File: src/rtl/ram_access_arbiter.sv
// Two-requester arbiter for a byte-enabled simple dual-port RAM: funct3 lane/extend handling, 3-cycle accesses.
// Optional macro ARB_ROUND_ROBIN_EN enables a last-grant pointer; otherwise m0 has strict priority.
module ram_access_arbiter #(
  parameter int ADDR_W = 8
) (
  input  logic              clk,
  input  logic              rst_n,
  input  logic              i_m0_req,
  input  logic              i_m0_we,
  input  logic [ADDR_W+1:0] i_m0_addr,
  input  logic [2:0]        i_m0_size,
  input  logic [31:0]       i_m0_wdata,
  input  logic              i_m1_req,
  input  logic              i_m1_we,
  input  logic [ADDR_W+1:0] i_m1_addr,
  input  logic [2:0]        i_m1_size,
  input  logic [31:0]       i_m1_wdata,
  output logic              o_m0_gnt,
  output logic              o_m0_rvalid,
  output logic [31:0]       o_m0_rdata,
  output logic              o_m0_err,
  output logic              o_m1_gnt,
  output logic              o_m1_rvalid,
  output logic [31:0]       o_m1_rdata,
  output logic              o_m1_err,
  output logic              o_ram_we,
  output logic [3:0]        o_ram_be,
  output logic [ADDR_W-1:0] o_ram_waddr,
  output logic [ADDR_W-1:0] o_ram_raddr,
  output logic [31:0]       o_ram_wdata,
  input  logic [31:0]       i_ram_q
);

  typedef enum logic [1:0] {S_IDLE, S_ACCESS, S_RESP} state_t;

  state_t            r_state, w_next;
  logic              r_sel;          // 0 = m0 owns the access, 1 = m1
  logic              r_we;
  logic [ADDR_W+1:0] r_addr;
  logic [2:0]        r_size;
  logic [31:0]       r_wdata;

  logic              w_any_req, w_pick_m1, w_err;
  logic [3:0]        w_be;
  logic [31:0]       w_lane_wdata, w_shift, w_ext, w_rdata;

  assign w_any_req = i_m0_req | i_m1_req;

`ifdef ARB_ROUND_ROBIN_EN
  logic r_last;  // 1 = m1 was granted last; resets to 1 so m0 wins first

  assign w_pick_m1 = i_m1_req & (~i_m0_req | ~r_last);

  always_ff @(posedge clk or negedge rst_n) begin
    if (!rst_n)                                r_last <= 1'b1;
    else if (r_state == S_IDLE && w_any_req)   r_last <= w_pick_m1;
  end
`else
  assign w_pick_m1 = i_m1_req & ~i_m0_req;
`endif

  // NOTE: sequential state uses non-blocking assignments so every register samples pre-edge values.
  always_ff @(posedge clk or negedge rst_n) begin
    if (!rst_n) r_state <= S_IDLE;
    else        r_state <= w_next;
  end

  // NOTE: the latched request fields are reset too; they are few and it keeps outputs deterministic.
  always_ff @(posedge clk or negedge rst_n) begin
    if (!rst_n) begin
      r_sel   <= 1'b0;
      r_we    <= 1'b0;
      r_addr  <= '0;
      r_size  <= '0;
      r_wdata <= '0;
    end else if (r_state == S_IDLE && w_any_req) begin
      r_sel   <= w_pick_m1;
      r_we    <= w_pick_m1 ? i_m1_we    : i_m0_we;
      r_addr  <= w_pick_m1 ? i_m1_addr  : i_m0_addr;
      r_size  <= w_pick_m1 ? i_m1_size  : i_m0_size;
      r_wdata <= w_pick_m1 ? i_m1_wdata : i_m0_wdata;
    end
  end

  // NOTE: every always_comb assigns defaults first so no path can infer a latch.
  always_comb begin
    w_next = r_state;
    case (r_state)
      S_IDLE:   if (w_any_req) w_next = S_ACCESS;
      S_ACCESS: w_next = S_RESP;
      S_RESP:   w_next = S_IDLE;
      default:  w_next = S_IDLE;
    endcase
  end

  always_comb begin
    w_err = 1'b0;
    case (r_size)
      3'b000, 3'b100: w_err = 1'b0;
      3'b001, 3'b101: w_err = r_addr[0];
      3'b010:         w_err = (r_addr[1:0] != 2'b00);
      default:        w_err = 1'b1;
    endcase
  end

  always_comb begin
    w_be         = 4'b1111;
    w_lane_wdata = r_wdata;
    case (r_size[1:0])
      2'b00: begin
        w_be         = 4'b0001 << r_addr[1:0];
        w_lane_wdata = {4{r_wdata[7:0]}};
      end
      2'b01: begin
        w_be         = r_addr[1] ? 4'b1100 : 4'b0011;
        w_lane_wdata = {2{r_wdata[15:0]}};
      end
      default: ;
    endcase
  end

  assign w_shift = i_ram_q >> {r_addr[1:0], 3'b000};

  always_comb begin
    w_ext = '0;
    case (r_size)
      3'b000:  w_ext = {{24{w_shift[7]}}, w_shift[7:0]};
      3'b001:  w_ext = {{16{w_shift[15]}}, w_shift[15:0]};
      3'b010:  w_ext = w_shift;
      3'b100:  w_ext = {24'h0, w_shift[7:0]};
      3'b101:  w_ext = {16'h0, w_shift[15:0]};
      default: w_ext = '0;
    endcase
  end

  assign w_rdata = (w_err || r_we) ? 32'h0 : w_ext;

  always_comb begin
    o_m0_gnt    = 1'b0;
    o_m1_gnt    = 1'b0;
    o_m0_rvalid = 1'b0;
    o_m1_rvalid = 1'b0;
    o_m0_rdata  = '0;
    o_m1_rdata  = '0;
    o_m0_err    = 1'b0;
    o_m1_err    = 1'b0;
    o_ram_we    = 1'b0;
    o_ram_be    = '0;
    o_ram_waddr = '0;
    o_ram_raddr = '0;
    o_ram_wdata = '0;
    case (r_state)
      S_ACCESS: begin
        o_m0_gnt = ~r_sel;
        o_m1_gnt = r_sel;
        // Erroneous accesses consume the slot but leave the RAM untouched.
        if (!w_err) begin
          if (r_we) begin
            o_ram_we    = 1'b1;
            o_ram_be    = w_be;
            o_ram_waddr = r_addr[ADDR_W+1:2];
            o_ram_wdata = w_lane_wdata;
          end else begin
            o_ram_raddr = r_addr[ADDR_W+1:2];
          end
        end
      end
      S_RESP: begin
        if (r_sel) begin
          o_m1_rvalid = 1'b1;
          o_m1_err    = w_err;
          o_m1_rdata  = w_rdata;
        end else begin
          o_m0_rvalid = 1'b1;
          o_m0_err    = w_err;
          o_m0_rdata  = w_rdata;
        end
      end
      default: ;
    endcase
  end

endmodule

File: config.mk
export PLATFORM = sky130hd
export DESIGN_NAME = ram_access_arbiter
export DESIGN_NICKNAME = d
export VERILOG_FILES = /design/src/rtl/ram_access_arbiter.sv
export SDC_FILE = /design/constraint.sdc
export NUM_CORES = 1
export LEC_CHECK = 0
export CAP_MARGIN = 20
export CORE_MARGIN = 2
export CORE_UTILIZATION = 38
export CTS_CLUSTER_DIAMETER = 150
export CTS_CLUSTER_SIZE = 28
export DETAILED_ROUTE_END_ITERATION = 10
export PLACE_DENSITY = 0.93
export SETUP_SLACK_MARGIN = 0.4
export SYNTH_ARGS = -nofsm -noshare
export SYNTH_HDL_FRONTEND = slang
export SYNTH_SLANG_ARGS = --single-unit
File: constraint.sdc
create_clock -name clk -period 2.25 [get_ports clk]
set_input_delay 0.5625 -clock clk [delete_from_list [all_inputs] [get_ports clk]]
set_output_delay 0.5625 -clock clk [all_outputs]
set_load 0.01 [all_outputs]
# [Yosys cells after proc, flatten, opt, wreduce, memory -nomap -nowiden]
# Cells that the tools add are included.
# W data, S select, Z words.
[word_totals] reg_bits=49
[op_classes] n_reduce_logical=8 bitwise_logic=4 shifts=2 muxes=41 eq_ne=8
[op_table] operator="$mux W32" n=9
[op_table] operator="$pmux W32 S5" n=1
[op_table] operator="$pmux W32 S2" n=1
[op_table] operator="$mux W8" n=6
[op_table] operator="$shr A32 B5 Y32" n=1
[op_table] operator="$mux W4" n=4
[op_table] operator="$mux W1" n=14
[op_table] operator="$mux W10" n=1
[op_table] operator="$pmux W4 S2" n=1
[op_table] operator="$eq A3 B3 Y1 const B" n=2
[op_table] operator="$eq A2 B1 Y1 const B" n=2
[op_table] operator="$logic_not A2 Y1" n=2
[op_table] operator="$pmux W2 S2" n=1
[op_table] operator="$reduce_or A2 Y1" n=2
[op_table] operator="$shl A1 B2 Y4 const A" n=1
[op_table] operator="$eq A3 B1 Y1 const B" n=1
[op_table] operator="$eq A3 B2 Y1 const B" n=1
[op_table] operator="$logic_not A3 Y1" n=1
[op_table] operator="$mux W3" n=1
[op_table] operator="$pmux W1 S3" n=1
[op_table] operator="$eq A2 B2 Y1 const B" n=1
[op_table] operator="$mux W2" n=1
[op_table] operator="$ne A2 B2 Y1 const B" n=1
[op_table] operator="$not A1 Y1" n=2
[op_table] operator="5 further kinds" n=5

# [Logic depth before layout (Yosys ltp)]
# Gate-level depths: netlist of the first run.
[logic_depth] word_depth=7 ltp_mapped=7 depth_no_buf=5

# [Worst setup path before layout of the first run]
# Ideal clock, no wire load.
[synth_path] kind="flip-flop to output port" startpoint="register r_size[0]" endpoint="output o_ram_wdata[16]" path_stages_with_launch=8 t_arrival_ns=1.557 setup_slack_ns=0.131 path_buffers=3 cell_sequence="dfrtp_1 buf_6 o31a_1 o21ai_4 nand3_2 buf_6 buf_6 nor2_1"
[synth_between] elab_chain_cells=5 elab_cells_between_ends=14 classes_between="eq/ne (5); mux (5); reduce/logical (4)"
[synth_lines] item="start, declared" line="40" text="logic [2:0] r_size;"
[synth_lines] item="start signal, assigned" line="80" text="r_size <= w_pick_m1 ? i_m1_size : i_m0_size;"
[synth_lines] item="$eq A3 B3 Y1 (tied with other cells)" line="98" text="case (r_size)"
[synth_lines] item="$reduce_or A2 Y1 / $pmux W32 S2 (equally long branches)" line="98, 109"
[synth_lines] item="$pmux W1 S3 / $mux W32 (equally long branches)" line="98, 158"
[synth_lines] item="$mux W32 *" line="157" text="if (!w_err) begin"
[synth_lines] item="$mux W32 *" line="152" text="case (r_state)"
[synth_lines] item="end, declared" line="30" text="output logic [31:0] o_ram_wdata,"
# Every way passes the cells marked *; elsewhere a longest branch is shown, timed or not.

# [Worst setup path after layout of the first run]
[layout_path] startpoint="register r_addr[1]" endpoint="output o_m0_rdata[1]"
[layout_between] elab_chain_cells=6 elab_cells_between_ends=8 classes_between="shift (1); mux (5); reduce/logical (2)"
[layout_lines] item="start, declared" line="39" text="logic [ADDR_W+1:0] r_addr;"
[layout_lines] item="start signal, assigned" line="79" text="r_addr <= w_pick_m1 ? i_m1_addr : i_m0_addr;"
[layout_lines] item="parallel branches: the longest is 3 deep, another holds $shr A32 B5 Y32"
[layout_lines] item="$mux W32 *" line="136" text="assign w_rdata = (w_err || r_we) ? 32'h0 : w_ext;"
[layout_lines] item="$mux W32 *" line="169" text="if (r_sel) begin"
[layout_lines] item="$mux W32 *" line="152"
[layout_lines] item="end, declared" line="20" text="output logic [31:0] o_m0_rdata,"
# Every way passes the cells marked *.

==> summary.md, run 1 <==
| Metric | Value |
|---|---|
| Failing checks | `negative setup slack` |
| CP max-delay cell | `dfrtp_2` |
| Area of the die | `11330 µm²` |
| Maxcap violations | `0` |
| Worst-path fanout max | `16` |
| Hold Crit Class | `in2async` |
| Kind of critical path | `reg2out` |
| Initial core utilization | `38.81%` |
| Number of DRC markers in iteration 0 | `494` |
| Mapped Avg Cell Area | `7.775 µm²` |
| Most common cell after layout, fill and taps aside | `clkdlybuf4s50_1` |
| RSZ-0062 raised after global routing | `yes` |
| Longest Clk Path Bufs | `2` |
| Sequential fraction of the synthesis area | `30.74%` |
| Hold_buf cts | `0` |
| Synth Warn # | `0` |
| Crit-path most repeated cell | `buf_4` |
| DR vias/cell | `5.720` |
| Congestion Overflow GR | `0` |
| Synth Register Bits | `49` |
| Row cnt | `37` |
| CTS Buf Count | `5` |
| Post-route DRC | `0` |
| Synthesized area | `3989 µm²` |
| Final TNS setup | `-34.39 ns` |
| CP cell instances | `buf_4, buf_12, mux2_2, o21ai_0, buf_4, nor2_2, clkdlybuf4s15_2` |
| CTS tree | `yes` |
| Vias in the first global route | `5586` |
| Worst relative slew slack | `62.70%` |
| First-pass GRT wire length | `29.97 mm` |
| Mapped Cells | `513` |
| CP max stage delay | `0.45 ns` |
| Tot GR Track Use | `33.80%` |
| Max Slew Vio Count | `0` |
| P_leak | `0.003587 µW` |
| Status | `finished with violations` |
| I/O Pins | `251` |
| Input/output buffers | `250` |
| Share of layout cells above drive strength 1 | `48.13%` |
| WP data arrival | `2.11 ns` |
| Hold Fails Final Rpt | `0` |
| Clock skew | `0.009987 ns` |
| Core footprint | `10280 µm²` |
| Worst-Skew Late Latency | `0.31 ns` |
| Detail Placement HPWL | `12.79 mm` |
| Global placement routability congestion | `0.9633` |
| H-tree levels | `2` |
| Crit end category | `output pin` |
| Most frequent cells in the layout | `clkdlybuf4s50_1 (120), nand2_1 (81), buf_6 (81)` |
| Clock-pin transition on the worst setup and hold timing paths | `0.10 ns` |
| Fill count | `560` |
| Wirelength, routed | `20.54 mm` |
| DR pass1 iterations | `5` |
| Diodes inserted | `0` |
| Crit path required time | `1.69 ns` |
| Final Setup Violations | `119` |
| Area Growth Syn to Fin | `106.5%` |
| Power Total | `9310 µW` |
| Root Buffer | `clkbuf_8` |
| Final #Nets | `957` |
| Maximum vdd drop | `0.6498 mV` |
| Initial antenna violation count | `0` |
| Die Y | `106.5 µm` |
| Flop-to-flop setup slack | `0.62 ns` |
| R2R depth | `5` |
| Largest net degree at the start of global routing | `94` |
| Minimum clock period | `2.670 ns` |
| FMAX | `374.5 MHz` |
| Final period utilization | `118.7%` |
| Yosys cell types | `35` |
| Crit path launch type | `flip-flop` |
| Post-DRT Antenna Nets | `0` |
| Setup WS post-layout | `-0.4201 ns` |
| Routed via count | `5520` |
| P per Cell Area | `1130 nW/µm²` |
| Final core area utilization | `80.13%` |
| Die width | `106.5 µm` |
| Routed wire length per instance | `21.28 µm` |
| Mapped Nets | `641` |
| Clk sinks | `49` |
| Measured slew at the worst slew-check pin | `0.5595 ns` |
-- cell usage after synthesis, drive strengths merged --
cell,count,area (µm²)
a311oi,1,8.760
buf,26,170.2
xor2,1,8.760
nor2b,5,31.28
o31a,1,8.760
dfrtp,49,1226
o21ai,56,291.5
clkbuf,18,68.81
mux4,1,22.52
a21oi,61,312.8
and2,25,156.4
nor3b,2,20.02
nand2,89,334.1
nand3,2,15.01
a21o,1,7.510
inv,5,18.76
nor4b,1,23.77
nand2b,3,18.77
nor2,67,251.5
mux2,16,180.2
nand3b,1,7.510
or3b,1,8.760
and3b,1,8.760
o2bb2ai,7,61.31
mux2i,72,720.7
or2,1,6.260
-- per-layer routing --
| metal | part of all wire (%) | routed length, µm | up-vias | GRT usage, % |
|---|---|---|---|---|
| met1 | 34 | 6890 | 2589 | 35.85 |
| met5 | 0 | 0 | - | 0 |
| li1 | - | - | 2380 | - |
| met3 | 7.6 | 1557 | 125 | 6.315 |
| met2 | 52 | 10760 | 426 | 63.64 |
| met4 | 6.5 | 1327 | 0 | 16.51 |
-- registers in the layout, indices dropped and copies added, names as in the netlist --
name	flops
r_wdata	32
r_addr	10
r_size	3
r_state	2
r_sel	1
r_we	1
-- final cells by class --
| type | instances | area [µm²] | share of cell area (%) |
|---|---|---|---|
| tap | 136 | 170.2 | 2.066 |
| multi-input combinational | 415 | 3241 | 39.35 |
| clock inverter | 2 | 35.03 | 0.4254 |
| sequential | 49 | 1227 | 14.90 |
| clock buffer | 5 | 68.82 | 0.8356 |
| timing repair buffer | 353 | 3467 | 42.10 |
| inverter | 5 | 26.28 | 0.3191 |
-- path summary, 6_finish.rpt --
kind                                 end   startpoint
min reg2reg                  r_wdata[17]  r_wdata[17]
max in group asynchronous     r_wdata[4]        rst_n
max reg2reg                  r_wdata[13]   r_state[1]
max                        o_m0_rdata[1]    r_addr[1]
min                          r_wdata[23]        rst_n
min in group clk             r_wdata[17]  r_wdata[17]
-- power by group --
group	internal, µW	switching, µW
Clock	324	308
Sequential	1320	471
Combinational	3220	3670
-- metrics by stage --
step	instances	setup WS (ns)	hold WS, ns	cell area (µm²)
after floorplan	513	0.1522	0.2669	4339
after global placement	919	-0.9240	0.4603	7320
after detailed placement	919	-1.017	0.4715	7320
after CTS	960	-0.4250	0.2461	7960
after global routing	965	-0.4602	0.2618	8235
final	965	-0.4201	0.2263	8235
-- critical path: cells and delay by family, from the launching register on --
kind	cells	cell delay [ns]
AND/OR/NAND/NOR	1	0.04
multiplexers	1	0.36
flip-flops	1	0.45
AO/OA/AOI/OAI	1	0.24
buffers and inverters	4	0.71
-- cells by family after synthesis --
family                    share of synthesized area, %
AOI/OAI and AO/OA                                17.32
xor gates and xnor gates                        0.2196
buffers and inverters                            6.461
DFF                                              30.74
muxes                                            23.15
and+or+nand+nor                                  22.11
-- timing repair --
item | 4_1_cts | 5_1_grt
gates resized for setup | 630 | 53
gates cloned | 9 | 0
pin swaps | 27 | 12
setup endpoints to repair | 132 | 123
setup buffers | 25 | 5
Note: power is estimated with default switching activity, not from simulation.
==> run 2, diff against run 1 <==
CORE_MARGIN = 3   (was 2)
CORE_UTILIZATION = 41   (was 38)
PLACE_DENSITY = 0.95   (was 0.93)
clock period = 3.5 ns   (was 2.25 ns; I/O delays follow)
==> summary.md, run 2 (synthesis gave the netlist of run 1 again) <==
| Metric | Value |
|---|---|
| Root Buffer | `clkbuf_8` |
| Layout Cells excl Fill | `910 (-5.7%)` |
| Top reg by flops | `r_wdata` |
| Final core area utilization | `76.26% (-3.9 points)` |
| Final #Nets | `908 (-5.1%)` |
| R2R depth | `4 (-1)` |
| DR pass1 iterations | `4 (-1)` |
| Hold Fails Final Rpt | `0 (unchanged)` |
| Worst-Skew Late Latency | `0.31 ns (about the same)` |
| Kind of critical path | `reg2out` |
| Crit path required time | `2.62 ns (+0.93 ns)` |
| Area Growth Syn to Fin | `78.32%` |
| Crit path launch type | `flip-flop` |
| Area of the multi-input gates | `2826 µm² (-13%)` |
| Maximum vdd drop | `0.3445 mV (-47%)` |
| Final Setup Violations | `0 (-100%)` |
| Longest Clk Path Bufs | `2 (unchanged)` |
| Initial antenna violation count | `0 (unchanged)` |
| CTS Buf Count | `5 (unchanged)` |
| Max Slew Vio Count | `0 (unchanged)` |
| Worst relative slew slack | `47.86% (-15 points)` |
| FF-to-FF Start | `r_state[1]` |
| Fill count | `663 (+18%)` |
| Routed wire length per instance | `18.60 µm (-13%)` |
| P_leak | `0.003405 µW (-5.1%)` |
| Tot GR Track Use | `28.78% (-5.0 points)` |
| Worst R2R End | `r_wdata[15]` |
| Clock skew | `0.007894 ns (-0.002093 ns)` |
| Initial core utilization | `42.76% (+4.0 points)` |
| Crit end category | `output pin` |
| Status | `finished clean` |
| Worst-path fanout max | `10 (-6)` |
| CTS tree | `yes` |
| Wirelength, routed | `16.93 mm (-18%)` |
| Die Y | `104.6 µm (-1.7%)` |
| Congestion Overflow GR | `0 (unchanged)` |
| Vias in the first global route | `4963 (-11%)` |
| Row cnt | `35 (-5.4%)` |
| RSZ-0062 raised after global routing | `yes` |
| P per Cell Area | `674.7 nW/µm² (-40%)` |
| Sequential cell area | `1230 µm² (+0.20%)` |
| Hold_buf cts | `0 (unchanged)` |
| I/O Pins | `251 (unchanged)` |
| Top flop regs | `r_wdata: 32 flops, r_addr: 10 flops, r_size: 3 flops` |
| Clock-pin transition on the worst setup and hold timing paths | `0.10 ns (about the same)` |
| Global placement routability congestion | `0.8518 (-12%)` |
| Power Total | `4799 µW (-48%)` |
| Detail Placement HPWL | `12.36 mm (-3.3%)` |
| FMAX | `322.2 MHz` |
| Max FFs per register | `32 (unchanged)` |
| Largest net degree at the start of global routing | `94 (unchanged)` |
| Share of layout cells above drive strength 1 | `26.25% (-22 points)` |
| Routed via count | `4966 (-10%)` |
| Placed cells | `872 (-5.1%)` |
| Core footprint | `9328 µm² (-9.2%)` |
| WP data arrival | `2.23 ns (+0.12 ns)` |
| Input/output buffers | `250 (unchanged)` |
| Post-DRT Antenna Nets | `0 (unchanged)` |
| Number of DRC markers in iteration 0 | `220 (-55%)` |
| H-tree levels | `2 (unchanged)` |
| Post-route DRC | `0 (unchanged)` |
| DR vias/cell | `5.457 (-4.6%)` |
| Maxcap violations | `0 (unchanged)` |
| Minimum clock period | `3.104 ns` |
| Die width | `104.6 µm (-1.7%)` |
| Clk sinks | `49 (unchanged)` |
| Flop-to-flop setup slack | `1.82 ns (+1.20 ns)` |
| Most frequent cells in the layout | `clkdlybuf4s50_1 (125), nand2_1 (86), mux2i_1 (69)` |
| Final hold slack | `0.4474 ns (+0.2212 ns)` |
| Area of the die | `10950 µm² (-3.4%)` |
| Most common cell after layout, fill and taps aside | `clkdlybuf4s50_1` |
| Measured slew at the worst slew-check pin | `0.7820 ns (+0.2226 ns)` |
| Final period utilization | `88.68%` |
| First-pass GRT wire length | `25.45 mm (-15%)` |
| Diodes inserted | `0 (unchanged)` |
| Hold Crit Class | `in2async` |
-- run 2: cell count changes in the layout (fill, tap and decap cells not counted), moves of 8 or more --
cell	before	now
and2_1	0	25
nor2_1	26	63
and2_4	25	0
buf_2	57	49
a21oi_1	10	23
nor2_2	24	4
buf_4	61	37
clkdlybuf4s15_2	8	0
nor2_4	17	0
dlygate4sd2_1	6	65
a21oi_4	20	6
buf_6	81	8
-- run 2: where the power goes --
| group | switching [µW] | internal (µW) |
|---|---|---|
| Clock | 209 | 149 |
| Combinational | 1750 | 1530 |
| Sequential | 305 | 852 |
| Total | 2270 | 2530 |
-- run 2: what timing repair did --
item | 4_1_cts | 5_1_grt
cloned | 4 | 0
pin swaps | 6 | 8
resized for setup | 327 | 50
setup buffers | 16 | 9
endpoints found under the setup margin | 117 | 60
-- run 2: stage by stage --
stage | setup TNS (ns) | cell area (µm²) | worst slack (ns)
4_1_cts | 0 | 6848 | 0.2615
3_3_place_gp | -9.970 | 6645 | -0.3160
6_report | 0 | 7113 | 0.3963
3_5_place_dp | -12.49 | 6645 | -0.3131
5_1_grt | 0 | 7113 | 0.3126
2_1_floorplan | 0 | 3989 | 0.8769
-- run 2: how the worst max path moves through the flow --
| stage | from | to | slack (ns) | depth (start not counted) |
|---|---|---|---|---|
| 6_report | r_addr[1] | o_m1_rdata[28] | 0.40 | 8 |
| 5_1_grt | r_addr[1] | o_m1_rdata[28] | 0.31 | 8 |
| 4_1_cts | i_ram_q[25] | o_m1_rdata[1] | 0.26 | 6 |
| 3_5_place_dp | i_ram_q[31] | o_m1_rdata[8] | -0.31 | 6 |
| 3_3_place_gp | i_ram_q[31] | o_m1_rdata[8] | -0.32 | 6 |
| 2_1_floorplan | i_ram_q[31] | o_m0_rdata[10] | 0.88 | 4 |
-- run 2: cell type report --
type / count / share of cell area (%)
multi-input cells: 415 / 39.74
repair buffers: 304 / 39.00
flip-flops and latches: 49 / 17.29
well taps: 129 / 2.269
clock buffers: 5 / 0.9675
clock inverters: 3 / 0.3694
inverters: 5 / 0.3694
-- run 2: critical path: stages, from the launching register on --
cell	delay [ns]
dfrtp_2	0.43
buf_4	0.14
bufbuf_16	0.28
nor4b_4	0.28
nor2b_4	0.19
buf_6	0.14
nand2_1	0.09
a21oi_1	0.20
buf_2	0.17
-- run 2: routing by layer --
metal  routed length, µm  vias up  GRT usage (%)
met2                8622      303          52.35
met1                6047     2315          31.18
met3                1386       62          6.115
li1                    -     2286              -
met4                 873        0          15.18
met5                   0        -              0
